--- src/rtl/memory_bank_demand_allocator_pkg.sv ---
// memory_bank_demand_allocator_pkg: shared FSM encodings and width helper for bank allocators
package memory_bank_demand_allocator_pkg;
   typedef enum logic [1:0] {ENABLE = 2'b01, DRAIN = 2'b10, CHANGE = 2'b11} state_t;
   function automatic int clogb(input int n);
      int w = 1;
      while ((1 << w) < n) w++;
      return w;
   endfunction
endpackage

--- src/rtl/memory_bank_demand_allocator_rr_next_port_select.sv ---
// memory_bank_demand_allocator_rr_next_port_select: round-robin search for the next demanding port after the owner
module memory_bank_demand_allocator_rr_next_port_select
   import memory_bank_demand_allocator_pkg::*;
#(
   parameter int num_ports = 5
) (
   input  logic [clogb(num_ports)-1:0] owner,
   input  logic [num_ports-1:0]        demand,
   output logic [clogb(num_ports)-1:0] next,
   output logic                        found
);
   localparam int ow = clogb(num_ports);
   always_comb begin
      next = ow'((int'(owner) + 1) % num_ports);
      found = 1'b0;
      for (int i = num_ports - 1; i >= 1; i--) begin
         if (demand[(int'(owner) + i) % num_ports]) begin
            next = ow'((int'(owner) + i) % num_ports);
            found = 1'b1;
         end
      end
   end
endmodule

--- src/rtl/memory_bank_demand_allocator.sv ---
// memory_bank_demand_allocator: hands a shared VC bank to one port at a time, moving it on idle plus demand
module memory_bank_demand_allocator
   import memory_bank_demand_allocator_pkg::*;
#(
   parameter int num_ports        = 5,
   parameter int num_vcs_per_bank = 2,
   parameter int threshold        = 4,
   parameter int reset_owner      = 0,
   parameter bit rotate_always    = 1'b0
) (
   input  logic                                  clk,
   input  logic                                  reset,
   input  logic [num_ports-1:0]                  port_demand,
   input  logic [num_vcs_per_bank-1:0]           shared_ivc_empty,
   input  logic [num_ports*num_vcs_per_bank-1:0] shared_vc_allocated,
   output logic [num_ports-1:0]                  memory_bank_grant_out,
   output logic [clogb(num_ports)-1:0]           owner_id,
   output logic                                  ready_for_allocation,
   output logic                                  handoff
);
   localparam int ow = clogb(num_ports);
   localparam int cw = clogb(threshold + 1);
   state_t state, state_n;
   logic [cw-1:0] cnt, cnt_n;
   logic [ow-1:0] owner_n, next;
   logic handoff_n, found, idle, go, cnt_full;
   assign idle = &shared_ivc_empty & ~|shared_vc_allocated;
   assign go = |(port_demand & ~memory_bank_grant_out) | rotate_always;
   assign cnt_full = int'(cnt) >= threshold;
   memory_bank_demand_allocator_rr_next_port_select #(.num_ports(num_ports)) rr (
      .owner(owner_id),
      .demand(port_demand),
      .next(next),
      .found(found)
   );
   always_comb begin
      state_n = state;
      owner_n = owner_id;
      cnt_n = '0;
      handoff_n = 1'b0;
      case (state)
         ENABLE: begin
            cnt_n = !idle ? '0 : (cnt_full ? cnt : cnt + 1'b1);
            state_n = (idle && cnt_full && go) ? DRAIN : ENABLE;
         end
         DRAIN: state_n = !go ? ENABLE : (idle ? CHANGE : DRAIN);
         CHANGE: begin
            state_n = ENABLE;
            // without legacy rotation, a vanished demand leaves the owner in place
            owner_n = (found || rotate_always) ? next : owner_id;
            handoff_n = found || rotate_always;
         end
         default: begin
            state_n = ENABLE;
            owner_n = ow'(reset_owner);
         end
      endcase
   end
   always_ff @(posedge clk) begin
      if (reset) begin
         state <= ENABLE;
         cnt <= '0;
         owner_id <= ow'(reset_owner);
         memory_bank_grant_out <= num_ports'(1) << reset_owner;
         ready_for_allocation <= 1'b1;
         handoff <= 1'b0;
      end else begin
         state <= state_n;
         cnt <= cnt_n;
         owner_id <= owner_n;
         memory_bank_grant_out <= num_ports'(1) << owner_n;
         ready_for_allocation <= state_n == ENABLE;
         handoff <= handoff_n;
      end
   end
endmodule
--- config.mk ---
export PLATFORM = sky130hd
export DESIGN_NAME = memory_bank_demand_allocator
export DESIGN_NICKNAME = d
export VERILOG_FILES = /design/src/rtl/memory_bank_demand_allocator_pkg.sv /design/src/rtl/memory_bank_demand_allocator_rr_next_port_select.sv /design/src/rtl/memory_bank_demand_allocator.sv
export SDC_FILE = /design/constraint.sdc
export NUM_CORES = 1
export LEC_CHECK = 0
export CAP_MARGIN = 10
export CORE_MARGIN = 2
export CORE_UTILIZATION = 57
export CTS_CLUSTER_SIZE = 20
export DETAILED_ROUTE_END_ITERATION = 6
export MAX_ROUTING_LAYER = met4
export PLACE_DENSITY = 0.91
export SLEW_MARGIN = 25
export SYNTH_ARGS = -nofsm -noshare
export SYNTH_HDL_FRONTEND = slang
export SYNTH_SLANG_ARGS = --single-unit
export TNS_END_PERCENT = 10
--- constraint.sdc ---
create_clock -name clk -period 6.3 [get_ports clk]
set_input_delay 0.63 -clock clk [delete_from_list [all_inputs] [get_ports clk]]
set_output_delay 0.63 -clock clk [all_outputs]
set_load 0.01 [all_outputs]
# Word-level counts from Yosys, hierarchy flattened
# Index checks and enable logic that the tools add are counted.
# Widths: inputs -> output; s select.
[op_classes]
addsub = 5
div_mod_pow = 4
order_cmp = 5
n_eq_ne = 4
n_shift = 1
mux = 26
bitwise = 6
reduce_logical = 9
[op_table]
columns = ["op", "n"]
rows = [
  ["$lt 32x5->1 const B", 4],
  ["$mod 32x4->32 const B", 4],
  ["$mux 3", 5],
  ["$mux 1", 13],
  ["$bmux 1 s3", 4],
  ["$reduce_or 10->1", 1],
  ["$add 3x2->4 const B", 2],
  ["$pmux 3 s2", 1],
  ["$and 5x5->5", 1],
  ["$not 5->5", 1],
  ["$reduce_or 5->1", 1],
  ["$shl 1x3->5 const A", 1],
  ["$add 3x1->4 const B", 1],
  ["$add 3x3->4 const B", 1],
  ["$eq 2x1->1 const B", 2],
  ["$eq 2x2->1 const B", 2],
  ["$mux 2", 2],
  ["$pmux 2 s2", 1],
  ["$reduce_or 2->1", 2],
  ["$add 3x1->3 const B", 1],
  ["$ge 3x3->1 const B", 1],
  ["$not 1->1", 3],
  ["$reduce_or 3->1", 1],
  ["$logic_and 1x1->1", 2],
  ["other kinds (3)", 3],
]
[word_totals]
ff_bits = 15
in_bits = 19
out_inout_bits = 10
word_cells = 66

# Longest topological paths before layout
[depth]
ltp_word = 12
mapped_depth = 20
mapped_depth_nobuf = 17

# By module
# From an unflattened synthesis, not the netlist that was laid out.
[hier_totals]
hier_cells = 257
hier_area_um2 = 2163.3
[modules_own_cells]
columns = ["module", "n_inst", "cells_per_inst", "area_each_um2", "seq_area_each_um2"]
rows = [
  ["memory_bank_demand_allocator_rr_next_port_select", 1, 177, 1390.1, 0.0],
  ["memory_bank_demand_allocator", 1, 80, 773.2, 300.3],
]

# Worst setup path after synthesis
# OpenSTA, ideal clock, no wires.
[synth_path]
kind = "reg-to-reg"
startpoint = "reg owner_id[0]"
endpoint = "reg memory_bank_grant_out[3]"
setup_time_ns = 0.087
arrival_time_ns = 5.101
required_ns = 6.213
path_slack_ns = 1.112
stages_incl_launch_ff = 19
path_buffers = 3
period_less_slack_ns = 5.188
path_cell_list = "dfxtp_1 > clkbuf_1 > buf_2 > inv_1 > clkbuf_1 > ha_1 > xnor2_1 > inv_1 > ha_1 > and3_1 > a211oi_1 > ha_1 > mux4_2 > and2_1 > a31oi_1 > a21bo_2 > or4_4 > a211oi_2 > nor4b_4"
[synth_between]
elab_chain_cells = 12
word_cells_on_any_way = 31
cone_classes = "4 x add/sub; 4 x div; 1 x shift; 22 x mux"
[synth_lines]
columns = ["element", "line_no", "rtl"]
rows = [
  ["start: declaration", "memory_bank_demand_allocator.sv:17", "output logic [clogb(num_ports)-1:0] owner_id,"],
  ["start signal: assignment", "memory_bank_demand_allocator.sv:63", "owner_id <= ow'(reset_owner);"],
  ["start signal: assignment", "memory_bank_demand_allocator.sv:70", "owner_id <= owner_n;"],
  ["$add 3x3->4", "memory_bank_demand_allocator_rr_next_port_select.sv:17, memory_bank_demand_allocator_rr_next_port_select.sv:18", ""],
  ["$mod 32x4->32", "memory_bank_demand_allocator_rr_next_port_select.sv:17, memory_bank_demand_allocator_rr_next_port_select.sv:18", ""],
  ["$bmux 1 s3", "memory_bank_demand_allocator_rr_next_port_select.sv:17", "if (demand[(int'(owner) + i) % num_ports]) begin"],
  ["$mux 1 (not written as such) (2 in series)", "memory_bank_demand_allocator_rr_next_port_select.sv:17", ""],
  ["$mux 3 / $mux 1 (equally long branches) (4 in series)", "memory_bank_demand_allocator_rr_next_port_select.sv:17", ""],
  ["$mux 3", "memory_bank_demand_allocator.sv:50", "owner_n = (found || rotate_always) ? next : owner_id;"],
  ["$pmux 3 s2 *", "memory_bank_demand_allocator.sv:41", "case (state)"],
  ["$shl 1x3->5 *", "memory_bank_demand_allocator.sv:71", "memory_bank_grant_out <= num_ports'(1) << owner_n;"],
  ["end signal: assignment", "memory_bank_demand_allocator.sv:64", "memory_bank_grant_out <= num_ports'(1) << reset_owner;"],
  ["end signal: assignment", "memory_bank_demand_allocator.sv:71", ""],
  ["end: declaration", "memory_bank_demand_allocator.sv:16", "output logic [num_ports-1:0] memory_bank_grant_out,"],
]
# Mark *: on every way between the ends. The rest lies on a longest branch, timed or not. The select of a mux whose other input is x is not followed.
# A chain may end at the register's enable or synchronous reset.

# Final worst setup path
[layout_path]
startpoint = "reg owner_id[0]"
endpoint = "reg memory_bank_grant_out[1]"
# Same word-level chain as after synthesis.

==> flow_summary.ini <==
[setup_path]
worst_setup_path_end_kind = register
cp_max_fo = 15
cp.required_ps = 6440
worstSetupPathType = register to register
cp_data_arrival_time_ps = 5650
crit_path_start_kind = register

[grt]
antenna_found_initial = 0
grt.total_usage_pct = 30.3
grt_max_degree = 21
grtUsageMet1_pct = 36.9
grtUsageMet3_pct = 5.24
use_met2_pct = 49.3
grt_pass1_wl_mm = 10.2
grt.overflow.total = 0
top_usage_layer = met2
grt_pass1_vias = 2215

[sta]
rsz0062_at_grt = false
finalCriticalPeriod_ps = 5510
finalMaxSlewViolations = 0
hold_viol = 0
setup_tns_ps = 0
period_share_pct = 87.5
max_slew_margin_pct = 52.7
worstMarginPinSlew_ps = 700
max_freq_ghz = 0.181
worst_slack_ps = 787
whs_ps = 531
skew_ps = 2.51
setup_viol = 0

[cells_and_area]
n_fill_cell = 295
fin_util_pct = 70.8
layout-drive-gt1-share_pct = 10.2
nNetsFinal = 354
fin_area_sq_um = 2650
area_growth_syn_to_layout_pct = 16.8
instances_no_fill = 351
n_antenna_cell = 0

[clocking]
cts.clk_slew.worst_paths_ps = 60
cts_buffers = 3
ctsHoldBuffers = 0
cts_tree = built
htree_levels = 1
clock-sinks = 15
clkLatencyLatePin_ps = 250
clock_path_buffers = 2
cts-root-buf = clkbuf_8
post-cts-setup-buffer-count = 0
cts-resized-gates = 0

[detailed_routing]
routed_wl_mm = 6.28
dr.pass1.iters = 5
wl_per_cell_um = 17.9
route.antenna.remaining_nets = 0
vias = 2340
drt_iter0_markers = 249
viasPerCell = 6.67
drcViolationCount = 0

[synth]
synth_edf_count = 0
syn_inst = 275
yosys.cell_count.top_type = ha_1
synth_area_per_cell_sq_um = 8.25
yosysSeqAreaShare_pct = 13.2
netlist_area_sq_um = 2270
synth_common_cells = ha_1, inv_1, a21oi_1, nor2_1, dfxtp_1
synth_largest_area_cell = ha_1
yosys_most_used_dff = dfxtp_1
async_reset_ff_share_pct = 0
yosysWarnings = 0
synth.distinct_cells = 70
synth_area_leaders = ha_1, dfxtp_1, mux4_2
ys_ff_latch = 15
yosys.area.top_type_share_pct = 16.5
synth.net_count = 325

[place]
post-dp-hpwl_mm = 4.78
postPlaceCellArea_sq_um = 2600
dp.cells = 347
pre_cts_slack_ps = 897
portBuffers = 28
gp_congestion = 1.11

[die]
fp-row-count = 22
initial_core_util_pct = 60.6
fp.dieW_um = 67.1
floorplan.io_pins = 29
core-area_sq_um = 3740
die_area_sq_um = 4500
fp.dieH_um = 67.1

[power]
ir_drop_mv = 0.116
power.density_nw_per_um2 = 78.6
power_leakage_nw = 1.09
p_total_mw = 0.208

[run_status]
status = finished clean

[job]
drv_cap = 0

[worst_hold_path]
hold_path_class = register to register
-- kinds of logic after synthesis --
family          synth area share, %
flops                          13.2
fa+ha+maj                      17.4
simple gates                   22.6
buf+inv                        5.85
xor+xnor                       2.65
compound gates                 29.9
mux                            8.38
-- critical path, cell delays in order (launching register included) --
cell       delay, ps
dfxtp_1          600
inv_1             80
buf_4            210
ha_1             260
xnor2_1          390
inv_1            150
ha_1             310
and3_1           210
a211oi_1         470
ha_1             360
mux4_2           460
and2_1           170
a31oi_1          170
a21boi_0         320
nand4_1          320
o31ai_1          460
a21oi_1          120
a2111oi_0        320
-- cell usage in the layout, fill, tap and decap left out, types with 5 or more instances in the layout --
cell type and instances:
clkdlybuf4s50_1 28, a21oi_1 17, mux4_2 6, ha_1 30, inv_1 25, a31oi_1 5, nor2_1 17, nor3_1 14
and2_1 8, o21ai_0 6, dfxtp_1 15, o211ai_1 5, a221oi_1 6, nor2b_1 5, nand2_1 13
-- sequential cells by signal, indices dropped and copies added, names as in the netlist --
name	cells
cnt	3
handoff	1
memory_bank_grant_out	5
state	2
ready_for_allocation	1
owner_id	3
-- layout make-up --
cell class / instances / area, sq um / area share, %
clock buffers: 3 / 41.3 / 1.56
repair buffers: 32 / 310 / 11.7
inverters: 26 / 97.6 / 3.68
multi-input cells: 226 / 1840 / 69.3
clock inverters: 1 / 5.00 / 0.189
well taps: 48 / 60.1 / 2.27
flip-flops and latches: 15 / 300 / 11.3
-- worst paths after layout --
path | cells past startpoint | startpoint | endpoint | slack (ps)
setup / recovery | 17 | owner_id[0]$_SDFF_PP0_ | memory_bank_grant_out[1]$_SDFF_PP0_ | 790
hold reg to reg | 2 | cnt[1]$_SDFFE_PP0N_ | cnt[1]$_SDFFE_PP0N_ | 530
setup reg to reg | 17 | owner_id[0]$_SDFF_PP0_ | memory_bank_grant_out[1]$_SDFF_PP0_ | 790
hold / removal | 2 | cnt[1]$_SDFFE_PP0N_ | cnt[1]$_SDFFE_PP0N_ | 530
-- metal layers --
layer / wire (um) / part of all wire (%)
met1: 2620 / 42
met2: 2870 / 46
met3: 567 / 9.0
met4: 222 / 3.5
met5: 0 / 0
-- power breakdown --
part / leakage (nW) / total, mW / internal, mW / switching (mW)
Clock: 0.0255 / 0.0783 / 0.0438 / 0.0345
Sequential: 0.121 / 0.0948 / 0.0948 / 0.00000103
Combinational: 0.947 / 0.0352 / 0.0195 / 0.0158
No activity file was read; power rests on OpenSTA's default activity.
